File: config.mk
export PLATFORM = sky130hd
export DESIGN_NAME = if_stage
export DESIGN_NICKNAME = d
export VERILOG_FILES = /design/src/rtl/if_stage.sv
export SDC_FILE = /design/constraint.sdc
export NUM_CORES = 1
export LEC_CHECK = 0
export CAP_MARGIN = 10
export CORE_UTILIZATION = 46
export CTS_BUF_LIST = sky130_fd_sc_hd__clkbuf_4
export CTS_CLUSTER_SIZE = 14
export DETAILED_ROUTE_END_ITERATION = 8
export GPL_ROUTABILITY_DRIVEN = 1
export GPL_TIMING_DRIVEN = 0
export PLACE_DENSITY = 0.83
export SLEW_MARGIN = 20
export SYNTH_ARGS = -nofsm -noshare
export SYNTH_HDL_FRONTEND = slang
export SYNTH_SLANG_ARGS = --single-unit
File: constraint.sdc
create_clock -name clk -period 2.6 [get_ports clk]
set_input_delay 0.52 -clock clk [delete_from_list [all_inputs] [get_ports clk]]
set_output_delay 0.52 -clock clk [all_outputs]
set_load 0.02 [all_outputs]
File: src/rtl/if_stage.sv
// if_stage: RV64 instruction fetch, one outstanding imem read.
// Owns the fetch PC, feeds {inst, pc} to decode via valid/ready.
//
// Ports:
//   clk, rst               core clock, sync active-high reset
//   imem_req_valid/ready   read request handshake
//   imem_req_addr          8-byte aligned read address
//   imem_resp_valid/data   read response (one per accepted req)
//   redirect_valid/pc      control-flow redirect from EXE
//   id_valid/ready         decode handshake
//   id_inst, id_pc         fetched instruction and its address
module if_stage #(
  parameter logic [63:0] RESET_PC = 64'h0000_0000_8000_0000
) (
  input  logic        clk,
  input  logic        rst,
  output logic        imem_req_valid,
  input  logic        imem_req_ready,
  output logic [63:0] imem_req_addr,
  input  logic        imem_resp_valid,
  input  logic [63:0] imem_resp_data,
  input  logic        redirect_valid,
  input  logic [63:0] redirect_pc,
  output logic        id_valid,
  input  logic        id_ready,
  output logic [31:0] id_inst,
  output logic [63:0] id_pc
);

  typedef enum logic {
    S_REQ,
    S_WAIT
  } state_t;

  state_t      state;
  logic [63:0] pc;
  logic        drop;

  logic        req_fire;
  logic        id_fire;
  logic        unused_redir;

  // Only issue when the output buffer is empty or draining,
  // so a landing response can never overflow it.
  assign imem_req_valid = !rst
                       && (state == S_REQ)
                       && !redirect_valid
                       && (!id_valid || id_ready);

  assign imem_req_addr = {pc[63:3], 3'b000};
  assign req_fire      = imem_req_valid && imem_req_ready;
  assign id_fire       = id_valid && id_ready;
  assign unused_redir  = ^redirect_pc[1:0];

  always_ff @(posedge clk) begin
    if (rst) begin
      pc       <= RESET_PC;
      state    <= S_REQ;
      drop     <= 1'b0;
      id_valid <= 1'b0;
      id_inst  <= 32'h0;
      id_pc    <= 64'h0;
    end else begin
      if (id_fire) begin
        id_valid <= 1'b0;
      end

      if (redirect_valid) begin
        pc       <= {redirect_pc[63:2], 2'b00};
        id_valid <= 1'b0;
        if (state == S_WAIT) begin
          // A response this cycle is the stale one: consume it now.
          if (imem_resp_valid) begin
            drop  <= 1'b0;
            state <= S_REQ;
          end else begin
            drop <= 1'b1;
          end
        end
      end else begin
        unique case (state)
          S_REQ: begin
            if (req_fire) begin
              state <= S_WAIT;
            end
          end
          S_WAIT: begin
            if (imem_resp_valid) begin
              state <= S_REQ;
              if (drop) begin
                drop <= 1'b0;
              end else begin
                id_inst  <= pc[2] ? imem_resp_data[63:32]
                                  : imem_resp_data[31:0];
                id_pc    <= pc;
                id_valid <= 1'b1;
                pc       <= pc + 64'd4;
              end
            end
          end
          default: state <= S_REQ;
        endcase
      end
    end
  end

endmodule

# [Word-level counts from Yosys, hierarchy flattened]
# Cells that the tools add are included.
[totals] regBits=163 input_bits=134 output_inout_bits=162
[classes] n_addsub=1 eq_ne=1 mux=18 n_bitwise=3 reduce_logical=16
[ops] operator="64-bit 2-to-1 mux" count=4
[ops] operator="64-bit by 3-bit adder with 64-bit output, second input constant" count=1
[ops] operator="32-bit 2-to-1 mux" count=1
[ops] operator="1-bit 2-to-1 mux" count=12
[ops] operator="3-bit AND reduction" count=2
[ops] operator="1-bit logical AND" count=5
[ops] operator="4-bit AND reduction" count=1
[ops] operator="2-bit nonzero test" count=2
[ops] operator="1-bit logical NOT" count=3
[ops] operator="1-bit NOT" count=3
[ops] operator="2-bit != test, second input constant" count=1
[ops] operator="1-bit one-hot mux with 2 select lines" count=1
[ops] operator="2-bit AND reduction" count=1
[ops] operator="2-bit OR reduction" count=1
[ops] operator="1-bit logical OR" count=1

# [Logic depth before layout (Yosys ltp)]
# Gate-level depths: netlist (run 1).
[depth] depth_word=8 depth_mapped=8 ltp_nobuf=6

# [Worst setup path after synthesis (run 1)]
# OpenSTA, ideal clock, no wires.
[synth_timing] path_kind="in2reg" startpoint="in imem_resp_valid" endpoint="reg pc[63]" setup_ns=0.091 arrival_ns=1.943 slack_ns=0.566 cell_stages=6 cell_sequence="nand3b_2 -> nor4_1 -> nand4_1 -> buf_2 -> or4_1 -> a311oi_1"
[synth_between] elab_chain_len=2
[synth_lines] element="start: declaration" line="20" rtl="input logic imem_resp_valid,"
[synth_lines] element="2-bit nonzero test (no source line)"
[synth_lines] element="3-bit AND reduction (no source line)"
[synth_lines] element="end signal: assignment" line="69" rtl="pc <= {redirect_pc[63:2], 2'b00};"
[synth_lines] element="end signal: assignment" line="97" rtl="pc <= pc + 64'd4;"
[synth_lines] element="end: declaration" line="36" rtl="logic [63:0] pc;"
# Every way passes these cells.
# A chain may end at the register's enable or synchronous reset.

# [Worst setup path in the final report (run 1)]
[layout_timing] startpoint="reg state" endpoint="reg pc[63]"
[layout_between] elab_chain_len=2
[layout_lines] element="start: declaration" line="35" rtl="state_t state;"
[layout_lines] element="start signal: assignment" line="58" rtl="state <= S_REQ;"
[layout_lines] element="start signal: assignment" line="75" rtl="state <= S_REQ;"
[layout_lines] element="start signal: assignment" line="84" rtl="state <= S_WAIT;"
[layout_lines] element="2-bit nonzero test (no source line)"
[layout_lines] element="3-bit AND reduction (no source line)"
# Every way passes these cells.

==> results.json, run 1 <==
{
  "clkTransAtPathRegs_ns": 0.14,
  "synth-main-ff-cell": "dfxtp_1",
  "max_freq_mhz": 394,
  "cts_root_buf": "clkbuf_4",
  "grt.overflow.total": 0,
  "start_util_pct": 47.1,
  "hold_violations": 0,
  "ant_nets": 0,
  "fill_cells": 1406,
  "ios": 296,
  "worstSetupEndpointType": "flop",
  "cts_buffer_depth": 2,
  "drt_iter0_markers": 686,
  "drcViolationCount": 0,
  "skew_ns": 0.0209,
  "die_width_um": 132,
  "cp_max_fo": 10,
  "drv_slew": 0,
  "netlist_area_um2": 7820,
  "drive_above_1_share_pct": 9.32,
  "path_cells": "nand3b_2, nor4_1, nand4_1, buf_2, or4_1, a311oi_1",
  "dp_hpwl_um": 20800,
  "dp_slack_ns": -0.754,
  "grt_max_degree": 17,
  "ys_warn_count": 0,
  "cpPeakStageDelay_ns": 0.51,
  "synth-edff-count": 0,
  "grt_use_total_pct": 30.5,
  "htree_levels": 4,
  "final_util_pct": 68.3,
  "cts_hold_buf": 0,
  "antenna_found_initial": 1,
  "ir_drop_v": 0.000313,
  "synth.distinct_cells": 45,
  "ys_ff_latch": 159,
  "synth_area_leaders": "dfxtp_1 41%, nand2_1 8.1%, buf_4 6.6%, a211oi_1 6.0%, mux2i_1 4.9%",
  "fp.dieH_um": 132,
  "routedWlPerCell_um": 17.7,
  "yosys.area.top_type_share_pct": 40.7,
  "worst_hold_path_type": "flop to flop",
  "areaGrowthSynthToFinish_pct": 44.8,
  "grt_pass1_vias": 7937,
  "critPathArrivalTime_ns": 3.02,
  "grt_pass1_wl_um": 41700,
  "cts.sinks": 159,
  "worst_pin_slew_ns": 0.765,
  "max_cap_violations": 0,
  "vias_per_cell": 5.54,
  "port_buffers": 288,
  "cts_buffers": 17,
  "fin_setup_tns_ns": 0,
  "cp_data_required_time_ns": 3.08,
  "start_kind": "flop",
  "outcome": "completed",
  "row_count": 47,
  "synth.avg_cell_area_um2": 8.12,
  "total_leakage_power_nw": 3.85,
  "cp_slowest_cell": "or4_1",
  "synth_top_area_cell": "dfxtp_1",
  "clkLatencyLatePin_ns": 0.58,
  "cellPowerDensity_nw_per_um2": 440,
  "crit_family": "simple AND/OR/NAND/NOR gates",
  "synthArstFlopShare_pct": 0,
  "finalCriticalPeriod_ns": 2.54,
  "cts_tree": "yes",
  "coreArea_um2": 16600,
  "setup_ws_ns": 0.0603,
  "criticalPathCategory": "flop to flop",
  "final_nets": 1411,
  "wirelength_um": 26700,
  "holdWs_ns": 0.462,
  "slew_headroom_pct": 49.0,
  "yosysSeqAreaShare_pct": 40.7,
  "finalSetupViolCount": 0,
  "place_congestion": 0.890,
  "vias": 8369,
  "syn_inst": 963,
  "cp_num_buf_inv": 1,
  "fin_crit_sh_pct": 97.7,
  "dr.pass1.iters": 5,
  "die_area_um2": 17500
}
-- cells in the mapped netlist, drive strengths merged, types with 4 or more instances --
cell type / count
a211oi: 62
a21oi: 72
a311oi: 15
and2: 4
and3: 8
and4: 15
buf: 82
clkbuf: 52
dfxtp: 159
inv: 6
mux2i: 38
nand2: 168
nand3: 21
nand4: 34
nor2: 97
nor3: 11
nor4: 20
o21ai: 10
o31ai: 6
or3: 13
or4: 8
xnor2: 24
xor2: 14
-- cells by family (layout without fill, tap and decap cells) --
family	after synthesis	count (layout)	share of synthesized area, %
compound gates	178	178	14.8
xor+xnor	38	38	4.26
fa+ha+maj	1	1	0.160
buf+inv	141	462	10.1
flops	159	159	40.7
mux	38	38	4.87
other cells	1	7	0.0480
simple gates	407	407	25.0
-- per-stage QoR --
stage,area (um^2),instances,total power [mW]
after floorplan,7830,967,3.11
after global placement,11000,1475,3.57
after detailed placement,11000,1475,3.58
after CTS,11300,1506,4.99
after global routing,11300,1509,5.16
final,11300,1510,4.98
-- final cells by class --
cell class	instances	area, um^2	area share (%)
Clock inverter	13	123	1.08
Multi-Input combinational cell	667	3910	34.5
Antenna cell	2	5.00	0.0442
Inverter	7	26.3	0.232
Sequential cell	159	3190	28.1
Timing Repair Buffer	291	2900	25.6
Clock buffer	18	135	1.19
Buffer	133	766	6.76
Tap cell	220	275	2.43
-- flip-flops by register name (all words and copies together), names as in the netlist --
register	flops
id_pc	62
pc	62
id_inst	32
drop	1
id_valid	1
state	1
-- path summary, 6_finish.rpt --
| check | start | endpoint | slack (ns) | depth (start not counted) |
|---|---|---|---|---|
| hold reg to reg | id_pc[27] | id_pc[27] | 0.46 | 2 |
| hold / removal | id_pc[27] | id_pc[27] | 0.46 | 2 |
| setup / recovery | state | pc[63] | 0.06 | 6 |
| setup reg to reg | state | pc[63] | 0.06 | 6 |
-- cells in the final DEF (no fill, tap or decap), types with 3 or more instances in the layout --
| cell type | count |
|---|---|
| clkdlybuf4s50_1 | 287 |
| nand2_1 | 168 |
| dfxtp_1 | 157 |
| nor2_1 | 95 |
| a21oi_1 | 72 |
| buf_4 | 72 |
| a211oi_1 | 62 |
| clkbuf_1 | 49 |
| mux2i_1 | 38 |
| nand4_1 | 31 |
| xnor2_1 | 24 |
| nand3_1 | 21 |
| clkbuf_4 | 18 |
| a311oi_1 | 15 |
| nor4_1 | 15 |
| and4_1 | 15 |
| xor2_1 | 14 |
| or3_1 | 13 |
| nor3_1 | 11 |
| o21ai_0 | 10 |
| buf_1 | 9 |
| or4_1 | 8 |
| and3_1 | 7 |
| o31ai_1 | 6 |
| inv_1 | 6 |
| clkinv_1 | 6 |
| conb_1 | 5 |
| nor4_4 | 4 |
| buf_2 | 4 |
| and2_1 | 4 |
| clkinvlp_4 | 4 |
| clkbuf_2 | 3 |
| nand4_2 | 3 |
| a31oi_1 | 3 |
-- worst register-to-register path, stage by stage, from the launching register on --
cell,delay (ns)
dfxtp_1,0.50
nand3b_2,0.27
nor4_1,0.38
nand4_1,0.24
buf_2,0.26
or4_1,0.51
a311oi_1,0.27
-- metal layers --
metal	up-vias	GRT usage, %	wire length [um]
li1	3974	-	-
met1	3912	34.9	10300
met2	413	53.7	13200
met3	70	7.73	2200
met4	0	13.3	1060
met5	-	0	0
-- power breakdown --
| part | leakage (nW) | internal [mW] | switching (mW) |
|---|---|---|---|
| combinational | 2.43 | 0.496 | 0.394 |
| sequential | 1.30 | 2.52 | 0.134 |
| clock | 0.128 | 0.559 | 0.884 |
| total | 3.85 | 3.57 | 1.41 |
-- timing repair --
item,in CTS,in global routing
pin swaps,0,2
setup buffers,0,3
endpoints found under the setup margin,43,60
resized for setup,8,8
No activity file was read; power rests on OpenSTA's default activity.
==> run 2: changes to the inputs <==
Settings changed: GPL_TIMING_DRIVEN 0 to 1, REMOVE_ABC_BUFFERS set to 1.
==> run 2 against run 1 <==
Compared with the run above:
- power is 1.5% lower
- count of clock-buffer cells in the layout is 1 higher
- via count is 5.8% lower
- critical path depth is 1 lower
- sequential share of layout area is 0.76 points higher
- routed wire length is 10% lower
- utilization is 1.8 points lower
- worst setup slack better by 0.14 ns
==> results.json, run 2 (synthesized netlist as in run 1, its figures left out) <==
{
  "ant_nets": 0,
  "worst_pin_slew_ns": 0.604,
  "reg2reg_setup_slack_ns": 0.20,
  "routedWlPerCell_um": 16.7,
  "port_buffers": 288,
  "r2r-start": "pc[25]",
  "worst_hold_path_type": "primary input to flop",
  "finalSetupViolCount": 0,
  "cp_data_required_time_ns": 3.08,
  "holdPathStages": 2,
  "cts_hold_buf": 0,
  "drv_slew": 0,
  "critPathArrivalTime_ns": 2.88,
  "max_freq_mhz": 416,
  "vias": 7882,
  "dp_hpwl_um": 17900,
  "dr.max_layer_used": "met4",
  "r2r_cells": 5,
  "vias_per_cell": 5.48,
  "cellPowerDensity_nw_per_um2": 445,
  "coreArea_um2": 16600,
  "final_nets": 1339,
  "cpPeakStageDelay_ns": 0.55,
  "cts_tree": "yes",
  "pwr-share-seq_pct": 52.8,
  "grt_pass1_vias": 7401,
  "cts_buffer_depth": 2,
  "criticalPathCategory": "flop to flop",
  "cts_buffers": 17,
  "holdWs_ns": 0.312,
  "p_sw_share_pct": 27.7,
  "final_util_pct": 66.5,
  "cp_num_buf_inv": 0,
  "drt_iter0_markers": 490,
  "power.share.combinational_pct": 17.8,
  "areaGrowthSynthToFinish_pct": 41.0,
  "grt_pass1_wl_um": 37800,
  "clkLatencyLatePin_ns": 0.56,
  "p_switching_mw": 1.36,
  "clkTransAtPathRegs_ns": 0.13,
  "slew_headroom_pct": 59.3,
  "start_kind": "flop",
  "dr_wl_met2_um": 11900,
  "layout_common_cells": "286 x clkdlybuf4s50_1, 167 x nand2_1, 158 x dfxtp_1",
  "layout_commonest_cell": "clkdlybuf4s50_1",
  "drcViolationCount": 0,
  "die_area_um2": 17500,
  "min_from": "rst",
  "start_util_pct": 47.1,
  "path_cells": "nand4_1, nor4_1, nand3_1, or4_1, a311oi_1",
  "worstSetupEndpointType": "flop",
  "dr.pass1.iters": 5,
  "rsz0062_at_grt": "no",
  "cts.sinks": 159,
  "regArea_um2": 3180,
  "place_congestion": 0.827,
  "multi_input_area_um2": 3870,
  "die_width_um": 132,
  "fp.dieH_um": 132,
  "crit_cells": 5,
  "finalCriticalPeriod_ns": 2.40,
  "htree_levels": 4,
  "wirelength_um": 24000,
  "cp_slowest_cell": "or4_1",
  "grt_use_total_pct": 27.2,
  "grt.overflow.total": 0,
  "fin_crit_sh_pct": 92.4,
  "grt_max_degree": 68,
  "outcome": "completed",
  "crit_family": "simple AND/OR/NAND/NOR gates",
  "wl_met3_um": 1870,
  "skew_ns": 0.0204,
  "worst_hold_path.endpoint": "state",
  "p_int_mw": 3.55,
  "fill_cells": 1395,
  "largestRegisters": "id_pc x62, pc x62, id_inst x32",
  "hold_violations": 0,
  "rr_endpoint": "pc[61]",
  "cts_root_buf": "clkbuf_4",
  "p_total_mw": 4.91,
  "max_cap_violations": 0,
  "clockPowerShare_pct": 29.4,
  "cp_max_fo": 5,
  "cts_resized": 0,
  "total_leakage_power_nw": 3.72,
  "antenna_found_initial": 1,
  "post_cts_buffers": 0,
  "ir_drop_v": 0.000288,
  "ios": 296,
  "drive_above_1_share_pct": 8.71,
  "m1WireLength_um": 9590,
  "row_count": 47
}
run 2: power groups by stage:
stage / registers [mW] / clock network (mW) / logic [mW]
4_1_cts: 2.59 / 1.47 / 0.873
5_1_grt: 2.61 / 1.58 / 0.934
6_report: 2.59 / 1.44 / 0.872
2_1_floorplan: 2.76 / 0 / 0.210
3_3_place_gp: 2.64 / 0 / 0.856
3_5_place_dp: 2.65 / 0 / 0.871
run 2: how the worst max path moves through the flow:
stage                    startpoint  endpoint  slack, ns
floorplan           imem_resp_valid    pc[60]      -2.66
global placement    imem_resp_valid    pc[55]      -0.05
detailed placement  imem_resp_valid    pc[63]      -0.14
CTS                          pc[10]    pc[63]       0.08
global route                  pc[3]    pc[53]       0.08
finish                       pc[25]    pc[61]       0.20
run 2: routing by layer:
metal / vias to the layer above / global-route usage [%]
li1: 3823 / -
met5: - / 0
met1: 3677 / 31.7
met3: 50 / 7.19
met2: 332 / 47.0
met4: 0 / 11.6
run 2: area by class of cell:
type | count | area share (%)
Sequential cell | 159 | 28.9
Tap cell | 220 | 2.50
Multi-Input combinational cell | 667 | 35.1
Clock buffer | 19 | 1.29
Inverter | 7 | 0.250
Clock inverter | 13 | 1.11
Timing Repair Buffer | 352 | 30.8
Antenna cell | 1 | 0.0227
run 2: through the flow:
stage / std cells / area (um^2) / setup TNS [ns] / worst slack, ns
floorplan: 833 / 7070 / -253.92 / -2.66
global placement: 1403 / 10700 / -0.0722 / -0.0536
detailed placement: 1403 / 10700 / -0.581 / -0.144
CTS: 1435 / 11000 / 0 / 0.0799
global route: 1438 / 11000 / 0 / 0.0789
finish: 1438 / 11000 / 0 / 0.197
